$ cat config.mk
export PLATFORM = sky130hd
export DESIGN_NAME = dfp_compare_seq
export DESIGN_NICKNAME = d
export VERILOG_FILES = /design/src/rtl/dfp_compare_seq.sv
export SDC_FILE = /design/constraint.sdc
export NUM_CORES = 1
export LEC_CHECK = 0
export ABC_AREA = 1
export CAP_MARGIN = 20
export CORE_ASPECT_RATIO = 0.9
export CORE_MARGIN = 2
export CORE_UTILIZATION = 50
export DETAILED_ROUTE_END_ITERATION = 8
export PLACE_DENSITY = 0.76
export SLEW_MARGIN = 20
export SYNTH_ARGS = -nofsm -noshare
export SYNTH_HDL_FRONTEND = slang
export SYNTH_SLANG_ARGS = --single-unit
$ cat constraint.sdc
create_clock -name clk -period 2.05 [get_ports clk]
set_clock_uncertainty 0.15 [all_clocks]
set_input_delay 0.205 -clock clk [delete_from_list [all_inputs] [get_ports clk]]
set_output_delay 0.205 -clock clk [all_outputs]
set_load 0.03 [all_outputs]
$ cat src/rtl/dfp_compare_seq.sv
// dfp_compare_seq: sequential cohort-aware decimal floating-point comparator
//
// Ports:
//   clk, rst_n            clock (rising edge), asynchronous active-low reset
//   in_valid / in_ready   operand handshake; in_ready is high only while idle
//   quiet                 1 = only sNaN raises nanx, 0 = any NaN raises nanx
//   a_* / b_*             unpacked operands: sign, biased exponent, BCD
//                         significand (MSD at top), NaN/sNaN/infinity flags
//   out_valid / out_ready result handshake; result held until taken
//   o                     12-bit condition vector
//                         {lt,0,~un,~mlt,~le,~lt,~eq,un,mlt,le,lt,eq}
//   nanx                  invalid-operation flag for this result
module dfp_compare_seq #(
    parameter int N  = 34,
    parameter int EW = 12
) (
    input  logic            clk,
    input  logic            rst_n,
    input  logic            in_valid,
    output logic            in_ready,
    input  logic            quiet,
    input  logic            a_sign,
    input  logic            b_sign,
    input  logic [EW-1:0]   a_exp,
    input  logic [EW-1:0]   b_exp,
    input  logic [4*N-1:0]  a_sig,
    input  logic [4*N-1:0]  b_sig,
    input  logic            a_nan,
    input  logic            b_nan,
    input  logic            a_snan,
    input  logic            b_snan,
    input  logic            a_inf,
    input  logic            b_inf,
    output logic            out_valid,
    input  logic            out_ready,
    output logic [11:0]     o,
    output logic            nanx
);
    typedef enum logic [2:0] {S_IDLE, S_CLASS, S_ALIGN, S_CMP, S_DONE} state_t;

    state_t          r_state, w_next;
    logic [4*N-1:0]  r_sig_l, r_sig_s;
    logic [EW-1:0]   r_d;
    logic            r_swap;
    logic            r_a_sign, r_b_sign, r_quiet;
    logic            r_a_nan, r_b_nan, r_a_snan, r_b_snan, r_a_inf, r_b_inf;
    logic [11:0]     r_o;
    logic            r_nanx;

    logic            w_swap, w_un, w_a_zero, w_b_zero, w_both_zero, w_special;
    logic            w_top, w_mgt, w_mlt, w_meq;
    logic            w_eq, w_lt, w_le, w_ml, w_nanx;
    logic [11:0]     w_o;

    // L is the operand with the larger exponent (a wins a tie)
    assign w_swap      = b_exp > a_exp;
    assign w_un        = r_a_nan | r_b_nan | r_a_snan | r_b_snan;
    assign w_a_zero    = !r_a_inf && ((r_swap ? r_sig_s : r_sig_l) == '0);
    assign w_b_zero    = !r_b_inf && ((r_swap ? r_sig_l : r_sig_s) == '0);
    assign w_both_zero = w_a_zero & w_b_zero;
    assign w_special   = w_un | r_a_inf | r_b_inf | w_a_zero | w_b_zero;
    assign w_top       = r_sig_l[4*N-1 -: 4] != 4'h0;

    always_ff @(posedge clk or negedge rst_n) begin
        if (!rst_n) r_state <= S_IDLE;
        else        r_state <= w_next;
    end

    // next state plus |a| vs |b| as decided in the current state
    always_comb begin
        w_next = r_state;
        w_mgt  = 1'b0;
        w_mlt  = 1'b0;
        case (r_state)
            S_IDLE:  w_next = in_valid ? S_CLASS : S_IDLE;
            S_CLASS: begin
                if (r_a_inf | r_b_inf) begin
                    w_mgt = r_a_inf & !r_b_inf;
                    w_mlt = r_b_inf & !r_a_inf;
                end else begin
                    w_mgt = w_b_zero & !w_a_zero;
                    w_mlt = w_a_zero & !w_b_zero;
                end
                w_next = w_special ? S_DONE : (r_d == '0 ? S_CMP : S_ALIGN);
            end
            S_ALIGN: begin
                // a nonzero top digit in L means L already outweighs S
                w_mgt  = w_top & !r_swap;
                w_mlt  = w_top & r_swap;
                w_next = w_top ? S_DONE : (r_d == EW'(1) ? S_CMP : S_ALIGN);
            end
            S_CMP: begin
                w_mgt  = r_swap ? (r_sig_l < r_sig_s) : (r_sig_l > r_sig_s);
                w_mlt  = r_swap ? (r_sig_l > r_sig_s) : (r_sig_l < r_sig_s);
                w_next = S_DONE;
            end
            S_DONE:  w_next = out_ready ? S_IDLE : S_DONE;
            default: w_next = S_IDLE;
        endcase
    end

    // opposite signs are only equal when both are zero (-0 == +0)
    assign w_meq  = !w_mgt & !w_mlt;
    assign w_eq   = !w_un & w_meq & ((r_a_sign == r_b_sign) | w_both_zero);
    assign w_lt   = !w_un & ((r_a_sign != r_b_sign) ? (r_a_sign & !w_both_zero)
                                                    : (r_a_sign ? w_mgt : w_mlt));
    assign w_le   = w_lt | w_eq;
    assign w_ml   = !w_un & w_mlt;
    assign w_nanx = r_a_snan | r_b_snan | (!r_quiet & (r_a_nan | r_b_nan));
    assign w_o    = {w_lt, 1'b0, !w_un, !w_ml, !w_le, !w_lt, !w_eq,
                     w_un, w_ml, w_le, w_lt, w_eq};

    always_ff @(posedge clk or negedge rst_n) begin
        if (!rst_n) begin
            r_sig_l  <= '0;
            r_sig_s  <= '0;
            r_d      <= '0;
            r_swap   <= 1'b0;
            r_a_sign <= 1'b0;
            r_b_sign <= 1'b0;
            r_quiet  <= 1'b0;
            r_a_nan  <= 1'b0;
            r_b_nan  <= 1'b0;
            r_a_snan <= 1'b0;
            r_b_snan <= 1'b0;
            r_a_inf  <= 1'b0;
            r_b_inf  <= 1'b0;
            r_o      <= '0;
            r_nanx   <= 1'b0;
        end else begin
            if (r_state == S_IDLE && in_valid) begin
                r_swap   <= w_swap;
                r_sig_l  <= w_swap ? b_sig : a_sig;
                r_sig_s  <= w_swap ? a_sig : b_sig;
                r_d      <= w_swap ? b_exp - a_exp : a_exp - b_exp;
                r_a_sign <= a_sign;
                r_b_sign <= b_sign;
                r_quiet  <= quiet;
                r_a_nan  <= a_nan;
                r_b_nan  <= b_nan;
                r_a_snan <= a_snan;
                r_b_snan <= b_snan;
                r_a_inf  <= a_inf;
                r_b_inf  <= b_inf;
            end
            if (r_state == S_ALIGN && !w_top) begin
                r_sig_l <= {r_sig_l[4*N-5:0], 4'h0};
                r_d     <= r_d - EW'(1);
            end
            // result captured once on entry to DONE and held there
            if (w_next == S_DONE && r_state != S_DONE) begin
                r_o    <= w_o;
                r_nanx <= w_nanx;
            end
        end
    end

    assign in_ready  = r_state == S_IDLE;
    assign out_valid = r_state == S_DONE;
    assign o         = r_o;
    assign nanx      = r_nanx;
endmodule

==> summary.md, run 1 <==
| Metric | Value |
|---|---|
| Syn avg cell area | `7.28 um^2` |
| Yosys warnings | `0` |
| Worst endpoint type | `sequential cell input` |
| Register bit total from synthesis | `308` |
| Post-synthesis cell area | `21000 um^2` |
| Placed instance area | `28700 um^2` |
| Ys async rst share | `1.00` |
| Synth top area share | `0.367` |
| Status | `aborted with a tool error` |
| Synth top cells by count | `533 x nand2_1, 463 x nor2_1, 346 x inv_1, 308 x dfrtp_1, 307 x o21ai_0` |
| Total congestion overflow | `21` |
| Netlist cell types | `48` |
| Error | `[ERROR GRT-0232] Routing congestion too high. Check the congestion heatmap in the GUI.` |
| Gate count of the mapped netlist | `2880` |
| Post-synth EDFFs | `0` |
| Clock tree buffer depth | `3` |
| Placed cell count | `4133` |
| Synth Flop Type | `dfrtp_1` |
| Die Ht | `198 um` |
| Die W | `220 um` |
| Register area share after synthesis | `0.367` |
| I/O pin count | `324` |
| Sink Count | `308` |
| Dpl hpwl | `57300 um` |
| Clk root buf | `clkbuf_16` |
| GRT Total Usage | `0.798` |
| Synth top area cells | `dfrtp_1 37%, ha_1 9.6%, nand2_1 9.5%` |
| TritonCTS Buffers | `38` |
| Stage reached | `global routing` |
| Net Count, Synth | `3352` |
| Final GP Congestion | `0.943` |
| Area leader, netlist | `dfrtp_1` |
| Worst EP post-GRT repair | `o[6]$_DFFE_PN0P_/D` |
| Rows | `71` |
| Largest net degree at the start of global routing | `58` |
| H-tree depth | `2` |
| Most frequent cell after synthesis | `nand2_1` |
| Initial Util | `0.505` |
| Buffers on Ports | `322` |
| Post-place setup slack | `-1.24 ns` |
==> metrics by stage <==
step | hold WS [ns] | utilization
after detailed placement | 0.0590 | 0.690
after global placement | 0.0611 | 0.690
after floorplan | -0.241 | -
after CTS | 0.0225 | 0.837
==> per-layer routing <==
metal	global-route usage	overflow
met1	0.780	0
met2	0.927	8
met3	0.716	3
met4	0.773	10
met5	0.462	0
==> repair_timing <==
action,4_1_cts
gates cloned,74
endpoints found under the setup margin,301
hold endpoints to repair,308
pin swaps,192
hold buffers,1
gates resized for setup,679
buffers inserted,89
==> cells by family after synthesis <==
kind of cell             after synthesis  synth area share
flip-flops                           308             0.367
adder cells (fa/ha/maj)              163            0.0979
other                                  1          0.000179
AND/OR/NAND/NOR                     1187             0.230
AO/OA/AOI/OAI                        720             0.208
buffers and inverters                499            0.0960
XOR/XNOR                               2          0.000835
==> run 2: changes to the inputs <==
--- a/config.mk
+++ b/config.mk
@@ -7,11 +7,10 @@
 export LEC_CHECK = 0
 export ABC_AREA = 1
 export CAP_MARGIN = 20
-export CORE_ASPECT_RATIO = 0.9
 export CORE_MARGIN = 2
-export CORE_UTILIZATION = 50
+export CORE_UTILIZATION = 40
 export DETAILED_ROUTE_END_ITERATION = 8
-export PLACE_DENSITY = 0.76
+export PLACE_DENSITY_LB_ADDON = 0.15
 export SLEW_MARGIN = 20
 export SYNTH_ARGS = -nofsm -noshare
 export SYNTH_HDL_FRONTEND = slang
==> constraint.sdc (replaced) <==
create_clock -name clk -period 2.7 [get_ports clk]
set_clock_uncertainty 0.15 [all_clocks]
set_input_delay 0.27 -clock clk [delete_from_list [all_inputs] [get_ports clk]]
set_output_delay 0.27 -clock clk [all_outputs]
set_load 0.03 [all_outputs]
==> summary.md, run 2 <==
| Metric | Value |
|---|---|
| Largest net degree at the start of global routing | `136` |
| Fmax | `0.377 GHz` |
| RSZ-0062 raised after global routing | `yes` |
| Die area | `54300 um^2` |
| Total congestion overflow | `0` |
| Net Count, Synth | `3352 (unchanged)` |
| CP Launch Type | `register` |
| Pre-antenna DRT Iters | `6` |
| Commonest non-fill, non-tap cell in the layout | `nand2_1` |
| Period utilization | `0.982` |
| Rows | `83 (+17%)` |
| VDD IR max | `0.000543 V` |
| Power, Total | `33.0 mW` |
| Yosys warnings | `0 (unchanged)` |
| Clock tree buffer depth | `3 (unchanged)` |
| Worst path top cell family by delay | `simple AND/OR/NAND/NOR gates` |
| Synth Flop Type | `dfrtp_1` |
| Slew @ Worst Pin | `0.685 ns` |
| Synth top cells by count | `533 x nand2_1, 463 x nor2_1, 346 x inv_1, 308 x dfrtp_1, 307 x o21ai_0` |
| Final GP Congestion | `0.924 (-2.0%)` |
| Via count | `23360` |
| Die Ht | `233 um (+17%)` |
| Post-synth EDFFs | `0 (unchanged)` |
| TritonCTS Buffers | `39 (+2.6%)` |
| Slowest CP cell | `dfrtp_1` |
| Buffers on Ports | `322 (unchanged)` |
| CP Data Arrival Time | `2.96 ns` |
| Slew headroom | `0.543` |
| Most frequent cells in the layout | `479 x nand2_1, 401 x nor2_1, 343 x buf_4, 328 x inv_1, 321 x clkdlybuf4s50_1` |
| Cell Pwr Density | `1080 nW/um^2` |
| Status | `finished clean` |
| Crit path largest cell delay | `0.41 ns` |
| Post-synthesis cell area | `21000 um^2 (unchanged)` |
| Global-route wire length before repair | `121000 um` |
| Clk root buf | `clkbuf_16` |
| Synth top area share | `0.367 (unchanged)` |
| Synth top area cells | `dfrtp_1 37%, ha_1 9.6%, nand2_1 9.5%` |
| Gate count of the mapped netlist | `2880 (unchanged)` |
| Initial antenna violation count | `14` |
| CTS tree | `yes` |
| Share of cells above drive strength 1 | `0.197` |
| H-tree depth | `2 (unchanged)` |
| Netlist cell types | `48 (unchanged)` |
| Vias per std cell | `5.54` |
| Drt drc | `0` |
| Most frequent cell after synthesis | `nand2_1` |
| Die W | `233 um (+6.0%)` |
| Multi-input gate area | `12400 um^2` |
| Hold Path Class | `input pin to register` |
| Worst setup EP type | `register` |
| Fin. max-slew vios | `0` |
| Number of fill cells | `4611` |
| Crit Path Category | `register to register` |
| Final setup vio count | `0` |
| Initial Util | `0.406 (-0.0981)` |
| Post-route cell area | `30500 um^2` |
| Post-DRT Antenna Nets | `0` |
| Ys async rst share | `1.00 (unchanged)` |
| Dpl hpwl | `57400 um (+0.29%)` |
| Bufs and invs on worst path | `2` |
| Max-Cap Viols | `0` |
| Final wirelength | `81400 um` |
| Clock transition at path regs | `0.06 ns` |
| Top flop regs | `r_sig_l x136, r_sig_s x136, r_d x12` |
| Worst skew pair latency | `0.56 ns` |
| Detailed Route Iter0 Violations | `1881` |
| Register bit total from synthesis | `308 (unchanged)` |
| Placed instance area | `27400 um^2 (-4.6%)` |
| I/O pin count | `324 (unchanged)` |
| Register area share after synthesis | `0.367 (unchanged)` |
| Syn avg cell area | `7.28 um^2 (unchanged)` |
| DR WL/cell | `19.3 um` |
| Finished Layout Cells | `4213` |
| Sequential cell area | `7710 um^2` |
| Sink Count | `308 (unchanged)` |
| Placed cell count | `4082 (-1.2%)` |
| Final Hold Viols | `0` |
| Net count, final | `3966` |
| CP cell instances | `ha_4 > nand2_1 > nor2_2 > nand2_2 > nor2_2 > buf_6 > buf_4 > nand4_1 > nor3_2 > nand4_1 > nand2_4 > nand2_4 > a21oi_4 > nand3_4 > nand2_1 > nor2_1` |
| GRT Total Usage | `0.282` |
| Area leader, netlist | `dfrtp_1` |
| Worst-path fanout max | `4` |
| Final core occ | `0.592` |
| Area growth from synthesis to layout | `45.6%` |
| Core area | `51600 um^2` |
| Fin crit period | `2.65 ns` |
| CP Data Required Time | `3.01 ns` |
| Vias in the first global route | `22725` |
| Leakage | `14.0 nW` |
-- run 2: cell counts after synthesis --
No cell type changed its count.
-- run 2: where the power goes --
group	switching [mW]	internal, mW
sequential	1.46	6.89
clock	2.22	3.50
combinational	10.5	8.43
-- run 2: repair_timing --
| action | in CTS | in global routing |
|---|---|---|
| endpoints found under the hold margin | 55 | 0 |
| hold buffers | 1 | 0 |
| gates resized for setup | 60 | 228 |
| setup buffers | 5 | 36 |
| setup endpoints to repair | 76 | 265 |
| cloned | 0 | 11 |
| pin swaps | 25 | 102 |
-- run 2: cell type report --
class	count	area share
sequential	308	0.252
timing repair buffer	722	0.225
inverter	349	0.0438
multi-input combinational	2073	0.405
clock inverter	15	0.00795
timing repair inverter	1	0.000287
antenna	10	0.000819
clock buffer	55	0.0369
tap	680	0.0279
-- run 2: per-layer routing --
layer	vias to the layer above	global-route usage	routed length, um
met5	-	0	54
met1	11263	0.365	33700
met4	8	0.104	2670
li1	10997	-	-
met3	157	0.0495	6050
met2	935	0.470	38900
-- run 2: path summary, 6_finish.rpt --
check	from	endpoint	slack, ns	depth (start not counted)
min reg2reg	r_b_snan$_DFFE_PN0P_	r_b_snan$_DFFE_PN0P_	0.33	2
max in group asynchronous	rst_n	r_sig_s[12]$_DFFE_PN0P_	1.49	3
max	r_sig_l[99]$_DFFE_PN0P_	o[7]$_DFFE_PN0P_	0.05	16
min	b_sign	r_b_sign$_DFFE_PN0P_	0.09	3
max reg2reg	r_sig_l[99]$_DFFE_PN0P_	o[7]$_DFFE_PN0P_	0.05	16
min in group asynchronous	rst_n	r_sig_l[85]$_DFFE_PN0P_	0.14	2
-- run 2: tightest hold or removal path: cells and delay by family --
| family | cells | cell delay (ns) |
|---|---|---|
| buf+inv | 1 | 0.39 |
| simple gates | 2 | 0.10 |
-- run 2: kinds of logic (layout without fill, tap and decap cells) --
| logic type | after synthesis | count (layout) | share of synthesized area |
|---|---|---|---|
| simple gates | 1187 | 1187 | 0.230 |
| compound gates | 720 | 720 | 0.208 |
| buf+inv | 499 | 1142 | 0.0960 |
| flops | 308 | 308 | 0.367 |
| fa+ha+maj | 163 | 163 | 0.0979 |
| xor+xnor | 2 | 2 | 0.000835 |
| other cells | 1 | 11 | 0.000179 |
-- run 2: metrics by stage --
| step | hold WS [ns] | TNS, ns | setup slack (ns) |
|---|---|---|---|
| after floorplan | -0.176 | 0 | 0.0792 |
| after global placement | 0.169 | -147.14 | -0.583 |
| after detailed placement | 0.173 | -155.06 | -0.630 |
| after CTS | 0.0731 | -0.000226 | -0.000226 |
| after global routing | 0.0955 | -0.586 | -0.0996 |
| final | 0.0931 | 0 | 0.0494 |
No activity file was read; power rests on OpenSTA's default activity.
